--- config.mk ---
export PLATFORM = sky130hd
export DESIGN_NAME = vga_timing_xga
export DESIGN_NICKNAME = d
export VERILOG_FILES = /design/src/rtl/vga_timing_xga.sv
export SDC_FILE = /design/constraint.sdc
export NUM_CORES = 1
export LEC_CHECK = 0
export ABC_AREA = 1
export BUFFER_PORTS_ARGS = -buffer_cell sky130_fd_sc_hd__buf_2
export CORE_UTILIZATION = 60
export DETAILED_ROUTE_END_ITERATION = 7
export PLACE_DENSITY = 0.82
export SYNTH_ARGS = -nofsm -noshare
export SYNTH_HDL_FRONTEND = slang
export SYNTH_SLANG_ARGS = --single-unit
export TNS_END_PERCENT = 100
--- constraint.sdc ---
create_clock -name clk -period 3 [get_ports clk]
set_input_delay 0.15 -clock clk [delete_from_list [all_inputs] [get_ports clk]]
set_output_delay 0.15 -clock clk [all_outputs]
set_load 0.05 [all_outputs]
--- src/rtl/vga_timing_xga.sv ---
// VGA raster timing generator, default 1024x768@60 (65 MHz pixel clock).
// Ports: clk, rst (sync, active-high); hcount/vcount 11-bit counters;
//        hsync/vsync (SYNC_ACTIVE when asserted); hblnk/vblnk; frame_start.
// All outputs are flops whose values match the same-cycle counter values.
module vga_timing_xga #(
    parameter int unsigned H_ACTIVE    = 1024,
    parameter int unsigned H_FP        = 24,
    parameter int unsigned H_SYNC      = 136,
    parameter int unsigned H_BP        = 160,
    parameter int unsigned V_ACTIVE    = 768,
    parameter int unsigned V_FP        = 3,
    parameter int unsigned V_SYNC      = 6,
    parameter int unsigned V_BP        = 29,
    parameter logic        SYNC_ACTIVE = 1'b0
) (
    input  logic        clk,
    input  logic        rst,
    output logic [10:0] hcount,
    output logic [10:0] vcount,
    output logic        hsync,
    output logic        vsync,
    output logic        hblnk,
    output logic        vblnk,
    output logic        frame_start
);

    localparam int unsigned H_TOTAL = H_ACTIVE + H_FP + H_SYNC + H_BP;
    localparam int unsigned V_TOTAL = V_ACTIVE + V_FP + V_SYNC + V_BP;

    generate
        if (H_TOTAL > 2048 || V_TOTAL > 2048) begin : g_bad_total
            $error("vga_timing_xga: H_TOTAL/V_TOTAL exceed 11-bit counters");
        end
    endgenerate

    // 12-bit boundaries so a sync end equal to 2048 still compares correctly
    localparam logic [11:0] HA   = 12'(H_ACTIVE);
    localparam logic [11:0] HSS  = 12'(H_ACTIVE + H_FP);
    localparam logic [11:0] HSE  = 12'(H_ACTIVE + H_FP + H_SYNC);
    localparam logic [11:0] VA   = 12'(V_ACTIVE);
    localparam logic [11:0] VSS  = 12'(V_ACTIVE + V_FP);
    localparam logic [11:0] VSE  = 12'(V_ACTIVE + V_FP + V_SYNC);
    localparam logic [10:0] HMAX = 11'(H_TOTAL - 1);
    localparam logic [10:0] VMAX = 11'(V_TOTAL - 1);

    logic [10:0] r_hcount;
    logic [10:0] r_vcount;
    logic        r_hsync;
    logic        r_vsync;
    logic        r_hblnk;
    logic        r_vblnk;
    logic        r_frame_start;

    logic        w_hwrap;
    logic [10:0] w_hnext;
    logic [10:0] w_vnext;
    logic [11:0] w_hn12;
    logic [11:0] w_vn12;
    logic        w_hs_on;
    logic        w_vs_on;

    // Flags decode the next counter values so they land in the same
    // cycle as the counts they describe.
    always_comb begin
        w_hwrap = (r_hcount == HMAX);
        w_hnext = r_hcount + 11'd1;
        w_vnext = r_vcount;
        if (w_hwrap) begin
            w_hnext = '0;
            if (r_vcount == VMAX) begin
                w_vnext = '0;
            end else begin
                w_vnext = r_vcount + 11'd1;
            end
        end
        w_hn12  = {1'b0, w_hnext};
        w_vn12  = {1'b0, w_vnext};
        w_hs_on = (w_hn12 >= HSS) && (w_hn12 < HSE);
        w_vs_on = (w_vn12 >= VSS) && (w_vn12 < VSE);
    end

    always_ff @(posedge clk) begin
        if (rst) begin
            r_hcount      <= '0;
            r_vcount      <= '0;
            r_hsync       <= ~SYNC_ACTIVE;
            r_vsync       <= ~SYNC_ACTIVE;
            r_hblnk       <= 1'b0;
            r_vblnk       <= 1'b0;
            r_frame_start <= 1'b1;
        end else begin
            r_hcount      <= w_hnext;
            r_vcount      <= w_vnext;
            r_hsync       <= w_hs_on ? SYNC_ACTIVE : ~SYNC_ACTIVE;
            r_vsync       <= w_vs_on ? SYNC_ACTIVE : ~SYNC_ACTIVE;
            r_hblnk       <= (w_hn12 >= HA);
            r_vblnk       <= (w_vn12 >= VA);
            r_frame_start <= (w_hnext == 11'd0) && (w_vnext == 11'd0);
        end
    end

    assign hcount      = r_hcount;
    assign vcount      = r_vcount;
    assign hsync       = r_hsync;
    assign vsync       = r_vsync;
    assign hblnk       = r_hblnk;
    assign vblnk       = r_vblnk;
    assign frame_start = r_frame_start;

endmodule

==> impl_metrics.csv, run 1 <==
group,metric,value,unit
cts,clock_path_buffers,2,
power_and_ir_drop,seqPwrFrac,65.2,%
drt,wl,4110,microns
placed_design,dpl_cell_area,1830,sq um
timing,min_period,2010,ps
worst_setup_path,crit_path_start_kind,"flip-flop",
status,outcome,"completed",
placed_design,globalplace.congestion,1.01,
drt,antenna_left,0,
timing,worst_slew_pin_slew,377,ps
timing,timing.fmax,498,MHz
global_routing,antenna_found_initial,0,
yosys,synth_top_area_cell,"dfxtp_1",
yosys,synth_top_area_share,32.3,%
power_and_ir_drop,switchingPower,145,uW
timing,skew,8.66,ps
placed_design,dp_hpwl,3260,microns
drt,drtIter0Drc,70,
power_and_ir_drop,internal-power,422,uW
global_routing,gr-usage-all-layers,29.9,%
worst_setup_path,required,3240,ps
worst_hold_path,min_path_type,"primary input to flip-flop",
yosys,syn_inst,275,
yosys,synthArstFlopShare,0,%
die,initial_core_util,65.7,%
drt,drt_first_pass_iters,4,
timing,finalSetupViolations,0,
final_layout,drive_gt1_share,15.5,%
worst_setup_path,rrSetupSlack,990,ps
worst_setup_path,cp_cell_sequence,"ha_1 -> nand2_2 -> nor2_2 -> nand2_2 -> nor2_4 -> nand3_2 -> nand2_1 -> nand2_2 -> nor2_2 -> nand3_1 -> nor2_1 -> nand2_1",
die,die_w,54.8,microns
worst_setup_path,crit_slowest_cell,"dfxtp_1",
cts,cts_made_buffers,3,
yosys,synth_edf_count,0,
cts,cts_resized,0,
global_routing,grt_pass1_wl,6350,microns
yosys,synth_most_common_cell,"nand2_1",
die,rows,18,
die,core,2540,sq um
yosys,yosys_warnings,0,
yosys,synth.distinct_cells,21,
die,die_h,54.8,microns
worst_hold_path,min_to,"hcount[9]$_SDFF_PP0_",
drt,route.vias.total,1750,
yosys,syn_nets,281,
global_routing,grt_pass1_vias,1368,
placed_design,port_buffers,28,
power_and_ir_drop,combPwrFrac,6.6,%
yosys,synth_top_flop_cell,"dfxtp_1",
drt,post-route-drc-count,0,
drt,detail_route.wl_per_cell,12.3,microns
timing,setup_ws,990,ps
timing,rsz0062_at_grt,"false",
power_and_ir_drop,power,566,uW
cts,htree_levels,1,
cts,cts_num_sinks,27,
yosys,synthTopCellsByArea,"dfxtp_1 (32%), nand2_1 (18%), nor2_1 (11%)",
power_and_ir_drop,p_leak,0.000903,uW
worst_setup_path,worst_r2r_path_depth,12,
global_routing,grt_max_degree,21,
power_and_ir_drop,power_switching_share,25.5,%
yosys,synth_seq_cells,27,
drt,drt-vias-per-instance,5.24,
worst_setup_path,crit_family,"simple AND/OR/NAND/NOR gates",
final_layout,final_area,1860,sq um
cts,clock_latency,330,ps
worst_setup_path,worst_ep_arrival_time,2250,ps
worst_setup_path,cp_num_buf_inv,0,
power_and_ir_drop,p_clk_share,28.2,%
final_layout,area_delta_synth_final,11.2,%
worst_hold_path,holdPathStages,2,
worst_setup_path,cp_slowest_stage_delay,480,ps
timing,timing.setup.tns,0,ps
final_layout,finish.utilization,73.0,%
final_layout,n_antenna_cell,0,
timing,slew_viol_final,0,
worst_setup_path,r2r-end,"vsync$_SDFF_PP1_",
cts,clk_pin_slew,150,ps
cts,hold_buffers,0,
yosys,syn_area,1670,sq um
cts,post_cts_buffers,0,
worst_setup_path,timing.rr.start,"hcount[0]$_SDFF_PP0_",
global_routing,grt_overflow_total,0,
worst_hold_path,hold_start,"rst",
yosys,yosys-top-cells-count,"nand2_1 (79), nor2_1 (50), inv_1 (42)",
yosys,ys_seq_area_share,32.3,%
die,ios,29,
die,dieArea,3000,sq um
job,maxCapViolations,0,
worst_setup_path,cp_max_fo,12,
worst_setup_path,critPathCaptureType,"flip-flop",
worst_setup_path,worst_path_most_repeated_cell,"nand2_2",
worst_setup_path,crit_type,"flip-flop to flip-flop",
cts,cts-root-buf,"clkbuf_4",
final_layout,nets,311,
cts,cts_tree,"built",
power_and_ir_drop,vdd_drop_max,0.263,mV
power_and_ir_drop,p_per_area,305,nW/um^2
timing,slew_headroom,74.9,%
timing,finalHoldViolations,0,
placed_design,pre_cts_ws,1070,ps
yosys,syn-mean-instance-area,6.08,sq um
timing,period_share,67.0,%
stage by stage:
step / cells / hold slack (ps)
floorplan: 275 / 313
global placement: 330 / 507
detailed placement: 330 / 519
CTS: 334 / 191
global route: 334 / 199
finish: 334 / 196
power by group through the flow:
stage	clock network [uW]	logic, uW	registers [uW]
after floorplan	0	14.1	391
after global placement	0	37.2	377
after detailed placement	0	37.5	377
after CTS	162	37.5	369
after global routing	176	39.9	371
final	160	37.3	369
how the worst max path moves through the flow:
| stage | from | end | slack, ps | cells after the start |
|---|---|---|---|---|
| floorplan | hcount[0]$_SDFF_PP0_ | vsync$_SDFF_PP1_ | 890 | 13 |
| global placement | hcount[0]$_SDFF_PP0_ | vsync$_SDFF_PP1_ | 1090 | 12 |
| detailed placement | hcount[0]$_SDFF_PP0_ | vsync$_SDFF_PP1_ | 1070 | 12 |
| CTS | hcount[0]$_SDFF_PP0_ | vsync$_SDFF_PP1_ | 1000 | 12 |
| global route | hcount[0]$_SDFF_PP0_ | vsync$_SDFF_PP1_ | 830 | 12 |
| finish | hcount[0]$_SDFF_PP0_ | vsync$_SDFF_PP1_ | 990 | 12 |
metal layers:
metal | vias to the layer above | part of all wire [%] | GRT usage (%)
met3 | 5 | 8.6 | 3.89
li1 | 913 | - | -
met1 | 757 | 48 | 47.1
met2 | 75 | 42 | 41.4
met4 | 0 | 1.1 | 7.69
met5 | - | 0 | 0
sequential cells by signal, indices dropped and copies added, names as in the netlist:
register and cells:
vcount 11, frame_start 1, vsync 1, hsync 1, hblnk 1, vblnk 1, hcount 11
kinds of logic after synthesis:
logic type / share of synthesized area (%)
flops: 32.3
fa+ha+maj: 2.99
xor+xnor: 1.05
simple gates: 49.1
buf+inv: 10.6
compound gates: 3.97
cells in the final DEF, fill, tap and decap left out:
| cell type | n |
|---|---|
| a21oi_1 | 3 |
| o21bai_1 | 2 |
| clkinv_2 | 1 |
| nand3b_1 | 2 |
| o21ai_0 | 5 |
| ha_1 | 4 |
| dfxtp_1 | 27 |
| nor2_1 | 50 |
| o22ai_1 | 1 |
| clkbuf_4 | 3 |
| nand4_1 | 6 |
| nand2_2 | 6 |
| xor2_1 | 2 |
| nand3_1 | 24 |
| o21ai_1 | 1 |
| nor2_4 | 2 |
| nand2_1 | 79 |
| nand3_2 | 4 |
| nor2_2 | 3 |
| buf_2 | 28 |
| inv_1 | 42 |
| nor3_1 | 9 |
area by class of cell:
type                       count  area (sq um)
clock inverter                 1          5.00
sequential                    27           541
timing repair buffer          28           140
multi-input combinational    203           955
tap                           30          37.5
fill                         253           687
clock buffer                   3          22.5
inverter                      42           158
(Power assumes the default switching activity.)
==> inputs of run 2 (changes only) <==
--- a/config.mk
+++ b/config.mk
@@ -5,11 +5,11 @@
 export SDC_FILE = /design/constraint.sdc
 export NUM_CORES = 1
 export LEC_CHECK = 0
-export ABC_AREA = 1
+export ABC_AREA = 0
 export BUFFER_PORTS_ARGS = -buffer_cell sky130_fd_sc_hd__buf_2
-export CORE_UTILIZATION = 60
+export CORE_UTILIZATION = 55
 export DETAILED_ROUTE_END_ITERATION = 7
-export PLACE_DENSITY = 0.82
+export PLACE_DENSITY = 0.75
 export SYNTH_ARGS = -nofsm -noshare
 export SYNTH_HDL_FRONTEND = slang
 export SYNTH_SLANG_ARGS = --single-unit
==> constraint.sdc (replaced) <==
create_clock -name clk -period 2 [get_ports clk]
set_input_delay 0.1 -clock clk [delete_from_list [all_inputs] [get_ports clk]]
set_output_delay 0.1 -clock clk [all_outputs]
set_load 0.05 [all_outputs]
==> impl_metrics.csv, run 2 <==
group,metric,value,unit
yosys,yosys_warnings,0,
final_layout,final_common_cell,"buf_4",
timing,min_period,2240,ps
timing,holdWs,164,ps
drt,detail_route.wl_per_cell,18.5,microns
worst_setup_path,required,2240,ps
timing,setup_ws,-241,ps
power_and_ir_drop,p_per_area,359,nW/um^2
yosys,synth_top_flop_cell,"dfxtp_1",
worst_setup_path,worst_ep_arrival_time,2480,ps
worst_setup_path,crit_start,"hcount[0]$_SDFF_PP0_",
power_and_ir_drop,internal-power,643,uW
drt,drt-vias-per-instance,6.41,
timing,timing.setup.tns,-937,ps
yosys,syn-mean-instance-area,7.89,sq um
drt,antenna_left,0,
timing,timing.fmax,446,MHz
drt,post-route-drc-count,3,
die,ios,29,
yosys,synth.distinct_cells,53,
cts,cts_made_buffers,3,
power_and_ir_drop,seqPwrFrac,62.0,%
cts,cts_num_sinks,27,
final_layout,area_delta_synth_final,45.1,%
placed_design,globalplace.congestion,0.879,
yosys,synth_most_common_cell,"nor2_1",
cts,htree_levels,1,
global_routing,grt_overflow_total,0,
final_layout,fillCellCount,160,
timing,slew_headroom,72.7,%
drt,route.vias.total,1967,
final_layout,nets,283,
final_layout,drive_gt1_share,49.3,%
die,core,2830,sq um
drt,wl,5680,microns
worst_setup_path,crit_path_start_kind,"flip-flop",
timing,slew_viol_final,0,
timing,rsz0062_at_grt,"true",
timing,period_share,112,%
timing,finalSetupViolations,11,
worst_setup_path,cp_max_fo,5,
die,initial_core_util,59.7,%
yosys,syn_area,1690,sq um
yosys,ys_seq_area_share,32.0,%
global_routing,grt_pass1_vias,1759,
worst_setup_path,crit_end,"vsync$_SDFF_PP1_",
global_routing,gr-usage-all-layers,31.1,%
cts,clk_pin_slew,160,ps
yosys,synth_top_area_cell,"dfxtp_1",
yosys,synth_edf_count,0,
power_and_ir_drop,vdd_drop_max,0.282,mV
power_and_ir_drop,switchingPower,237,uW
drt,drtIter0Drc,195,
worst_setup_path,rrSetupSlack,-240,ps
yosys,synthArstFlopShare,0,%
status,violations,"DRC, setup timing",
drt,drt_first_pass_iters,7,
power_and_ir_drop,combPwrFrac,9.9,%
die,dieArea,3300,sq um
yosys,syn_inst,214,
final_layout,final_cell_mix,"buf_4 (41), buf_2 (28), nor2_1 (24), dfxtp_1 (14), nand2_1 (12)",
timing,finalHoldViolations,0,
worst_hold_path,min_path_type,"primary input to flip-flop",
job,maxCapViolations,0,
power_and_ir_drop,p_clk_share,28.1,%
yosys,syn_nets,220,
global_routing,grt_pass1_wl,7960,microns
worst_setup_path,timing.rr.start,"hcount[0]$_SDFF_PP0_",
cts,hold_buffers,0,
die,die_w,57.4,microns
power_and_ir_drop,p_leak,0.000999,uW
worst_setup_path,critPathCaptureType,"flip-flop",
yosys,synth_top_area_share,32.0,%
die,rows,19,
cts,cts_tree,"built",
die,die_h,57.4,microns
worst_setup_path,crit_type,"flip-flop to flip-flop",
worst_setup_path,worst_r2r_path_depth,8,
yosys,synthTopCellsByArea,"dfxtp_1 (32%), nor2_1 (6.4%), xnor2_1 (4.1%)",
status,outcome,"complete, but fails checks",
power_and_ir_drop,power_switching_share,26.9,%
worst_setup_path,r2r-end,"vsync$_SDFF_PP1_",
timing,worst_slew_pin_slew,408,ps
yosys,synth_seq_cells,27,
global_routing,antenna_found_initial,0,
yosys,yosys-top-cells-count,"nor2_1 (29), dfxtp_1 (27), nand2_1 (16)",
placed_design,dp_hpwl,3430,microns
final_layout,n_antenna_cell,0,
cts,clock_path_buffers,2,
global_routing,grt_max_degree,20,
timing,skew,6.79,ps
cts,cts-root-buf,"clkbuf_4",
cts,clock_latency,330,ps
placed_design,port_buffers,28,
worst_hold_path,holdPathStages,2,
run 2: cell count changes in the layout (fill, tap and decap cells not counted), moves of 13 or more:
cell     previous run  this run
nand3_1            24         9
inv_1              42         4
dfxtp_1            27        14
nand2_1            79        12
buf_4               0        41
nor2_1             50        24
run 2: worst max-delay path, cell delays in order, from the launching register on:
cell and delay [ps]:
dfxtp_4 390, ha_4 140, nand4_4 90, or4_4 640, buf_6 180, o31ai_4 230
buf_6 150, o211ai_1 90, a211o_1 250
run 2: worst min-delay path by stage:
| stage | from | end | slack (ps) |
|---|---|---|---|
| finish | rst | hblnk$_SDFF_PP0_ | 160 |
| global route | rst | vcount[3]$_SDFF_PP0_ | 160 |
| CTS | rst | vcount[1]$_SDFF_PP0_ | 150 |
| detailed placement | rst | vcount[1]$_SDFF_PP0_ | 490 |
| global placement | rst | hcount[4]$_SDFF_PP0_ | 480 |
| floorplan | rst | hcount[1]$_SDFF_PP0_ | 420 |
run 2: timing repair:
| action | in CTS | in global routing |
|---|---|---|
| buffers inserted | 6 | 1 |
| pin swaps | 12 | 15 |
| setup endpoints to repair | 11 | 13 |
| gates resized for setup | 16 | 31 |
| hold endpoints to repair | 0 | 0 |
run 2: kinds of logic (layout without fill, tap and decap cells):
family                     after synthesis  after routing  share of synthesized area [%]
and+or+nand+nor                        107            107                           34.7
DFF                                     27             27                           32.0
adders and majority gates                4              4                           2.96
AOI/OAI and AO/OA                       37             37                           15.0
xor gates and xnor gates                13             13                           6.74
buffers and inverters                   22             84                           5.78
muxes                                    4              4                           2.74
run 2: layout make-up:
| type | count | area [sq um] | share of cell area (%) |
|---|---|---|---|
| timing repair buffer | 75 | 515 | 21.0 |
| multi-input combinational | 165 | 1280 | 52.2 |
| clock inverter | 1 | 5.00 | 0.204 |
| tap | 31 | 38.8 | 1.58 |
| sequential | 27 | 572 | 23.3 |
| clock buffer | 3 | 22.5 | 0.919 |
| inverter | 5 | 18.8 | 0.766 |
run 2: through the flow:
| stage | setup slack [ps] | util [%] | cell area, sq um | power (uW) | cells |
|---|---|---|---|---|---|
| after floorplan | -357 | - | 1770 | 617 | 214 |
| after detailed placement | -256 | 76.7 | 2170 | 641 | 297 |
| after CTS | -181 | 81.4 | 2300 | 878 | 306 |
| after global routing | -337 | 86.6 | 2450 | 910 | 307 |
| after global placement | -199 | 76.7 | 2170 | 639 | 297 |
| final | -241 | 86.6 | 2450 | 880 | 307 |
run 2: power groups by stage:
stage	clock network (uW)	registers [uW]	logic (uW)
after floorplan	0	584	33.0
after global placement	0	558	81.0
after detailed placement	0	558	83.1
after CTS	248	546	83.7
after global routing	270	547	92.9
final	247	546	87.3
run 2: metal layers:
| metal | share of wire (%) | wire, microns | track usage [%] |
|---|---|---|---|
| met2 | 50 | 2850 | 54.7 |
| met4 | 3.7 | 212 | 13.6 |
| met1 | 39 | 2210 | 38.6 |
| met3 | 7.2 | 409 | 2.49 |
| met5 | 0 | 0 | 0 |
